`src/rtl/gat_pkg.sv`:
```
// Shared types and constants for the GAT parameter fetch path.
// Tag fields are sized for the largest supported W/a geometry.
package gat_pkg;

    localparam int TAG_FW       = 8;
    localparam int NW           = 16 * 16;
    localparam int PARAM_ADDR_W = $clog2(NW + 32);

    typedef enum logic [2:0] {
        IDLE,
        FETCH_W,
        FETCH_A,
        DRAIN,
        DONE
    } fetch_state_e;

    typedef struct packed {
        logic              valid;
        logic              is_a;
        logic [TAG_FW-1:0] col;
        logic [TAG_FW-1:0] row_idx;
    } fetch_tag_t;

    // Index width that never collapses to zero bits.
    function automatic int clog2w(input int n);
        return (n <= 2) ? 1 : $clog2(n);
    endfunction

endpackage

```
`src/rtl/param_rd_pipe.sv`:
```
// Tag shift register that tracks BRAM reads in flight.
// empty_o: nothing left once the current output tag retires.
module param_rd_pipe
    import gat_pkg::*;
#(
    parameter int LAT = 2
) (
    input  logic       clk,
    input  logic       clr_i,
    input  fetch_tag_t tag_i,
    output fetch_tag_t tag_o,
    output logic       empty_o
);

    fetch_tag_t stage_q [LAT];

    // Shift tags one stage per cycle; clear drops all in-flight reads.
    always_ff @(posedge clk) begin
        if (clr_i) begin
            for (int i = 0; i < LAT; i++) begin
                stage_q[i] <= '0;
            end
        end else begin
            stage_q[0] <= tag_i;
            for (int i = 1; i < LAT; i++) begin
                stage_q[i] <= stage_q[i-1];
            end
        end
    end

    assign tag_o = stage_q[LAT-1];

    // Look only at stages behind the output one.
    always_comb begin
        empty_o = 1'b1;
        for (int i = 0; i < LAT - 1; i++) begin
            if (stage_q[i].valid) begin
                empty_o = 1'b0;
            end
        end
    end

endmodule

```
`src/rtl/param_fetch_ctrl.sv`:
```
// Loads W (column-scattered) then a from the shared param BRAM.
// Write ports are driven straight from the retiring read tag.
module param_fetch_ctrl
    import gat_pkg::*;
#(
    parameter int DATA_WIDTH    = 16,
    parameter int W_NUM_OF_ROWS = 16,
    parameter int W_NUM_OF_COLS = 16,
    parameter int A_DEPTH       = 32,
    parameter int BRAM_LAT      = 2,
    parameter int PARAM_ADDR_W  =
        clog2w(W_NUM_OF_ROWS * W_NUM_OF_COLS + A_DEPTH),
    localparam int ROW_W = clog2w(W_NUM_OF_ROWS),
    localparam int COL_W = clog2w(W_NUM_OF_COLS),
    localparam int IDX_W = clog2w(A_DEPTH)
) (
    input  logic                     clk,
    input  logic                     rst_n,
    input  logic                     start_i,
    input  logic                     stall_i,
    output logic                     busy_o,
    output logic                     done_o,
    output logic                     param_bram_enb,
    output logic [PARAM_ADDR_W-1:0]  param_bram_addrb,
    input  logic [DATA_WIDTH-1:0]    param_bram_dout,
    output logic [W_NUM_OF_COLS-1:0] wbank_we,
    output logic [ROW_W-1:0]         wbank_addr,
    output logic [DATA_WIDTH-1:0]    wbank_din,
    output logic                     a_we,
    output logic [IDX_W-1:0]         a_idx,
    output logic [DATA_WIDTH-1:0]    a_din,
    output logic                     w_rdy_o,
    output logic                     a_rdy_o
);

    localparam int NW_L = W_NUM_OF_ROWS * W_NUM_OF_COLS;

    fetch_state_e            state_q;
    logic [PARAM_ADDR_W-1:0] addr_q;
    logic [ROW_W-1:0]        row_q;
    logic [COL_W-1:0]        col_q;
    logic [IDX_W-1:0]        idx_q;
    logic                    busy_q;
    logic                    done_q;
    logic                    wrdy_q;
    logic                    ardy_q;

    logic       fetching;
    logic       issue;
    logic       wr_w;
    logic       wr_a;
    logic       last_w;
    logic       pipe_empty;
    fetch_tag_t tag_d;
    fetch_tag_t tag_out;

    assign fetching = (state_q == FETCH_W) || (state_q == FETCH_A);
    assign issue    = !rst_n && !stall_i && fetching;

    // Build the tag that travels alongside each read.
    always_comb begin
        tag_d       = '0;
        tag_d.valid = issue;
        tag_d.is_a  = (state_q == FETCH_A);
        tag_d.col   = TAG_FW'(col_q);
        if (state_q == FETCH_A) begin
            tag_d.row_idx = TAG_FW'(idx_q);
        end else begin
            tag_d.row_idx = TAG_FW'(row_q);
        end
    end

    param_rd_pipe #(
        .LAT(BRAM_LAT)
    ) u_rd_pipe (
        .clk    (clk),
        .clr_i  (rst_n),
        .tag_i  (tag_d),
        .tag_o  (tag_out),
        .empty_o(pipe_empty)
    );

    assign wr_w   = !rst_n && tag_out.valid && !tag_out.is_a;
    assign wr_a   = !rst_n && tag_out.valid && tag_out.is_a;
    assign last_w = wr_w
                 && (tag_out.row_idx == TAG_FW'(W_NUM_OF_ROWS - 1))
                 && (tag_out.col == TAG_FW'(W_NUM_OF_COLS - 1));

    // Route the returning word to a W bank or the a register file.
    always_comb begin
        wbank_we   = '0;
        wbank_addr = '0;
        wbank_din  = '0;
        a_we       = 1'b0;
        a_idx      = '0;
        a_din      = '0;
        unique case (1'b1)
            wr_w: begin
                wbank_we   = W_NUM_OF_COLS'(1) << tag_out.col;
                wbank_addr = tag_out.row_idx[ROW_W-1:0];
                wbank_din  = param_bram_dout;
            end
            wr_a: begin
                a_we  = 1'b1;
                a_idx = tag_out.row_idx[IDX_W-1:0];
                a_din = param_bram_dout;
            end
            default: ;
        endcase
    end

    assign param_bram_enb   = issue;
    assign param_bram_addrb = issue ? addr_q : '0;

    // Fetch sequencer with registered status outputs.
    always_ff @(posedge clk) begin
        if (rst_n) begin
            state_q <= IDLE;
            addr_q  <= '0;
            row_q   <= '0;
            col_q   <= '0;
            idx_q   <= '0;
            busy_q  <= 1'b0;
            done_q  <= 1'b0;
            wrdy_q  <= 1'b0;
            ardy_q  <= 1'b0;
        end else begin
            done_q <= 1'b0;
            if (last_w) begin
                wrdy_q <= 1'b1;
            end
            unique case (state_q)
                IDLE, DONE: begin
                    if (start_i) begin
                        state_q <= FETCH_W;
                        addr_q  <= '0;
                        row_q   <= '0;
                        col_q   <= '0;
                        busy_q  <= 1'b1;
                        wrdy_q  <= 1'b0;
                        ardy_q  <= 1'b0;
                    end
                end
                FETCH_W: begin
                    if (!stall_i) begin
                        addr_q <= addr_q + 1'b1;
                        if (col_q == COL_W'(W_NUM_OF_COLS - 1)) begin
                            col_q <= '0;
                            row_q <= row_q + 1'b1;
                        end else begin
                            col_q <= col_q + 1'b1;
                        end
                        if (addr_q == PARAM_ADDR_W'(NW_L - 1)) begin
                            state_q <= FETCH_A;
                            idx_q   <= '0;
                            row_q   <= '0;
                            col_q   <= '0;
                        end
                    end
                end
                FETCH_A: begin
                    if (!stall_i) begin
                        addr_q <= addr_q + 1'b1;
                        idx_q  <= idx_q + 1'b1;
                        if (idx_q == IDX_W'(A_DEPTH - 1)) begin
                            state_q <= DRAIN;
                        end
                    end
                end
                DRAIN: begin
                    if (pipe_empty) begin
                        state_q <= DONE;
                        done_q  <= 1'b1;
                        ardy_q  <= 1'b1;
                        busy_q  <= 1'b0;
                    end
                end
                default: state_q <= IDLE;
            endcase
        end
    end

    assign busy_o  = busy_q;
    assign done_o  = done_q;
    assign w_rdy_o = wrdy_q;
    assign a_rdy_o = ardy_q;

endmodule

```
`config.mk`:
```
export PLATFORM = sky130hd
export DESIGN_NAME = param_fetch_ctrl
export DESIGN_NICKNAME = d
export VERILOG_FILES = /design/src/rtl/gat_pkg.sv /design/src/rtl/param_rd_pipe.sv /design/src/rtl/param_fetch_ctrl.sv
export SDC_FILE = /design/constraint.sdc
export NUM_CORES = 1
export LEC_CHECK = 0
export ABC_AREA = 1
export CAP_MARGIN = 20
export CORE_ASPECT_RATIO = 0.7
export CORE_MARGIN = 2
export CORE_UTILIZATION = 46
export CTS_BUF_LIST = sky130_fd_sc_hd__clkbuf_16
export DETAILED_ROUTE_END_ITERATION = 10
export HOLD_SLACK_MARGIN = 0.12
export PLACE_DENSITY = 0.86
export SETUP_SLACK_MARGIN = 0.3
export SLEW_MARGIN = 20
export SYNTH_ARGS = -nofsm -noshare
export SYNTH_HDL_FRONTEND = slang
export SYNTH_SLANG_ARGS = --single-unit
```
`constraint.sdc`:
```
create_clock -name clk -period 1.9 [get_ports clk]
set_input_delay 0.38 -clock clk [delete_from_list [all_inputs] [get_ports clk]]
set_output_delay 0.38 -clock clk [all_outputs]
set_load 0.05 [all_outputs]
```
==> metrics.md, run 1 <==
| Metric | Value |
|---|---|
| Status | `aborted with a tool error` |
| Stopped at | `global routing` |
| Log Error | `[ERROR DPL-0038] Utilization greater than 100%, impossible to legalize` |
| #FFs+latches synth | `just over 50` |
| Syn Inst Count | `425` |
| Routability Congestion | `0.935` |
| CTS buffer count | `5` |
| Max Root-Sink Buffers | `2` |
| Cell variety after synth | `34` |
| Placed Cells | `between 500 and 600` |
| Mapped cell area | `roughly 2800 sq um` |
| Root buffer cell | `clkbuf_16` |
| IO Pins | `92` |
| H-tree depth | `2` |
| Synth Net Count | `around 450` |
| Die width | `approximately 97 um` |
| Starting Density | `~48%` |
| Die Ht | `about 69 um` |
| Yosys warns | `0` |
| Port Buf Inserts | `91` |
| Avg Cell Area, Syn | `6.54 sq um` |
| Seq/Total Area, Yosys | `between 30% and 40%` |
| Hold Buf Count CTS | `0` |
| DP HPWL | `slightly above 8000 um` |
| WEP type | `primary output` |
| Placed Area | `between 4000 and 5000 sq um` |
| CTS sink count | `just over 50` |
| Largest net degree at the start of global routing | `28` |
| Row count | `23` |
| Grt repair worst endpoint | `param_bram_addrb[1]` |
Yosys cell counts (all sizes together):
cell	count	area share, %
ha	6	2.7
nor3	5	1.1
clkbuf	2	0.27
nand4	9	2.0
a211oi	1	0.27
nor3b	2	0.54
o21ai	12	2.3
inv	76	11
nor2	120	18
nand3	28	6.1
buf	11	2.4
or2	2	0.45
xor2	2	0.63
dfxtp	51	37
o22ai	1	0.45
and3	1	0.23
nand2	80	12
a21oi	16	2.9
through the flow:
stage	setup TNS (ns)	setup slack [ns]
2_1_floorplan	-1.76	-0.105
3_3_place_gp	-12.25	-0.254
3_5_place_dp	-14.51	-0.297
4_1_cts	-0.969	-0.0617
cells by family after synthesis:
logic type | count (synthesis) | synth area share (%)
AO/OA/AOI/OAI | 30 | 5.90
XOR/XNOR | 2 | 0.630
adder cells (fa/ha/maj) | 6 | 2.70
buffers and inverters | 89 | 13.2
flip-flops | 51 | 36.7
AND/OR/NAND/NOR | 247 | 40.8
what timing repair did:
item | CTS
pin swaps | 27
setup buffers | 16
resized for setup | 78
gates cloned | 2
setup endpoints to repair | 90
==> run 2: changes to the inputs <==
- CORE_ASPECT_RATIO: 0.7 -> not set
- CORE_UTILIZATION: 46 -> 31
- CTS_BUF_LIST: sky130_fd_sc_hd__clkbuf_16 -> not set
- HOLD_SLACK_MARGIN: 0.12 -> not set
- PLACE_DENSITY: 0.86 -> not set
- PLACE_DENSITY_LB_ADDON: not set -> 0.15
- SETUP_SLACK_MARGIN: 0.3 -> not set
==> metrics.md, run 2 <==
| Metric | Value |
|---|---|
| Status | `finished with violations` |
| HP Class | `reg2reg` |
| Max Slew Vio Count | `0` |
| Clk_skew | `~0.0058 ns` |
| Final setup fails | `11` |
| Period utilization | `105%` |
| Top flop regs | `u_rd_pipe.stage_q x22, addr_q x9, idx_q x5` |
| Max frequency | `between 500 and 600 MHz` |
| Total wire length | `~8000 um` |
| Total chip power | `0.00370 W` |
| Largest net degree at the start of global routing | `21` |
| Tot GR Track Use | `16.4%` |
| Hold Buf Count CTS | `0` |
| RSZ-0062 raised after global routing | `yes` |
| EDFF count, synth | `0` |
| Fin Hold WS | `0.396 ns` |
| Max Root-Sink Buffers | `2` |
| Fin nets | `about 580` |
| Yosys warns | `0` |
| Starting Density | `between 30% and 40%` |
| Synth area leaders | `dfxtp_1, nor2_1, inv_1, nand2_1, nand3_1` |
| CTS sink count | `51` |
| Number of global-route vias before repair | `between 2,000 and 3,000` |
| Die Ht | `98.7 um` |
| Post-synth top cells | `nor2_1, inv_1, nand2_1, dfxtp_1, nand3_1` |
| Leak | `2.15 nW` |
| ANT cells | `0` |
| Most frequent cells in the layout | `nand2_1, inv_1, buf_12` |
| Setup TNS | `-0.620 ns` |
| Clk pwr share | `18.4%` |
| Routability Congestion | `0.819` |
| Core area | `8720 sq um` |
| DRC Markers | `0` |
| Total vias in the final route | `approximately 3,000` |
| DR iter-0 viols | `between 150 and 200` |
| Largest register FFs | `22` |
| Logic pwr share | `a little under half` |
| Clock transition at path regs | `around 0.10 ns` |
| Max_slew headroom | `between 60 and 70%` |
| Crit path capture type | `output port` |
| Post-Synth XOR/XNOR Area | `0.630%` |
| Pwr/cell area | `695 nW/um^2` |
| ANT nets after route | `0` |
| Final instance area | `5330 sq um` |
| Post-Synth Adder-Cell Area | `2.70%` |
| Initial antenna violation count | `0` |
| Compound-cell area share of the yosys netlist | `under 10%` |
| Maximum vdd drop | `approximately 490 uV` |
| IO Pins | `between 90 and 100` |
| P_int | `between 0.002 and 0.0025 W` |
| Net switching power | `around 0.0016 W` |
| H-tree depth | `2` |
| Final Hold Vio Count | `0` |
| Multi-input combinational cell area | `1860 sq um` |
| Syn Inst Count | `between 400 and 500` |
| Placed Area | `approximately 5000 sq um` |
| Critical-path maximum fanout | `8` |
| Synth Net Count | `around 450` |
| Worst R2R Setup Slack | `~0.10 ns` |
| Post-Synth Simple-Gate Area | `between 40% and 50%` |
| Min Tclk post-route | `approximately 2 ns` |
| Drt pass-1 iters | `4` |
| DP HPWL | `between 6000 and 7000 um` |
| GRT overflow | `0` |
| Fin worst setup slack | `-0.0879 ns` |
| Failing checks | `negative setup slack` |
| Area of the die | `just under 10,000 sq um` |
| Row count | `34` |
| Mux cell area share after synthesis | `0%` |
| Worst-Skew Late Latency | `about 0.32 ns` |
| Filler cells | `730` |
| First-pass GRT wire length | `between 10,000 and 15,000 um` |
| Share of cells above drive strength 1 | `42.2%` |
| Avg Cell Area, Syn | `between 6 and 7 sq um` |
| Cell variety after synth | `34` |
| Most instantiated library cell after synthesis | `nor2_1` |
| Switching Share | `around 43%` |
| Seq/Total Area, Yosys | `~37%` |
| Critical Path AT | `1.61 ns` |
| Sequential Power Share | `between 30% and 40%` |
| Largest family of logic cells by synthesized area | `simple AND/OR/NAND/NOR gates` |
| Port Buf Inserts | `between 90 and 100` |
| Worst EP required | `between 1.5 and 2 ns` |
| Root buffer cell | `clkbuf_8` |
| Top reg by flops | `u_rd_pipe.stage_q` |
| Ys async rst share | `0%` |
| Yosys top cell area share | `between 30 and 40%` |
| #FFs+latches synth | `a little over 50` |
| CTS buffer count | `5` |
| Commonest non-fill, non-tap cell in the layout | `nand2_1` |
| Area leader, netlist | `dfxtp_1` |
| Crit Path Class | `reg2out` |
| Mapped cell area | `between 2000 and 3000 sq um` |
| P&R area growth vs syn | `91.6%` |
| FF+latch area | `slightly above 1000 sq um` |
| Crit start category | `register` |
| # Max-Cap Violations | `0` |
| Die width | `approximately 99 um` |
| Slew @ Worst Pin | `slightly below 0.5 ns` |
| Ys flop type | `dfxtp_1` |
| Pre-CTS WS | `-0.311 ns` |
| DR WL/cell | `~12 um` |
| Mean number of vias per cell | `~4.5` |
| TritonCTS clock tree | `yes` |
==> run 2: cell counts after synthesis <==
No cell type changed its count.
==> run 2: final cells by class <==
cell class / count / share of cell area [%]
inverter: 76 / 5.69
multi-input combinational: 285 / 35.0
sequential: 51 / 19.4
tap: 108 / 2.54
clock inverter: 3 / 0.540
clock buffer: 5 / 1.29
timing repair inverter: 1 / 0.164
timing repair buffer: 131 / 35.4
==> run 2: critical path, stage by stage, from the launching register on <==
cell	delay [ns]
dfxtp_2	0.35
nor3_4	0.19
inv_1	0.07
or2_1	0.26
buf_12	0.17
nor2_4	0.10
buf_8	0.15
==> run 2: stage by stage <==
| step | std cells | util [%] |
|---|---|---|
| 4_1_cts | 656 | 59.0 |
| 6_report | 660 | 61.1 |
| 2_1_floorplan | 425 | - |
| 5_1_grt | 660 | 61.1 |
| 3_5_place_dp | 640 | 56.0 |
| 3_3_place_gp | 640 | 56.0 |
==> run 2: kinds of logic after synthesis <==
kind of cell               count (synthesis)
AOI/OAI and AO/OA                         30
buffers and inverters                     89
adders and majority gates                  6
xor gates and xnor gates                   2
DFF                                       51
and+or+nand+nor                          247
==> run 2: power groups by stage <==
stage	Sequential, W	Combinational, W	Clock, W
3_5_place_dp	0.00132	0.00158	0
2_1_floorplan	0.00132	0.00114	0
6_report	0.00131	0.00171	0.000679
3_3_place_gp	0.00132	0.00157	0
5_1_grt	0.00133	0.00188	0.000744
4_1_cts	0.00131	0.00166	0.000701
==> run 2: final timing paths <==
path                                 start  depth (start not counted)                       end
hold reg to reg   u_rd_pipe.stage_q[0][16]                          2  u_rd_pipe.stage_q[0][34]
hold / removal    u_rd_pipe.stage_q[0][16]                          2  u_rd_pipe.stage_q[0][34]
setup reg to reg                 addr_q[1]                         11                state_q[1]
setup / recovery  u_rd_pipe.stage_q[0][34]                          6               wbank_we[2]
==> run 2: routing by layer <==
metal	track usage [%]	wire [um]	up-vias
met5	0	0	-
met4	4.11	80	0
met3	2.77	466	6
met2	28.2	3900	102
met1	21.4	3610	1331
li1	-	-	1545
==> run 2: repair_timing <==
action,in CTS,in global routing
setup buffers,7,3
pin swaps,10,7
endpoints found under the hold margin,0,0
resized for setup,43,35
gates cloned,1,1
endpoints found under the setup margin,79,77
Power figures use the tool's default switching activity.
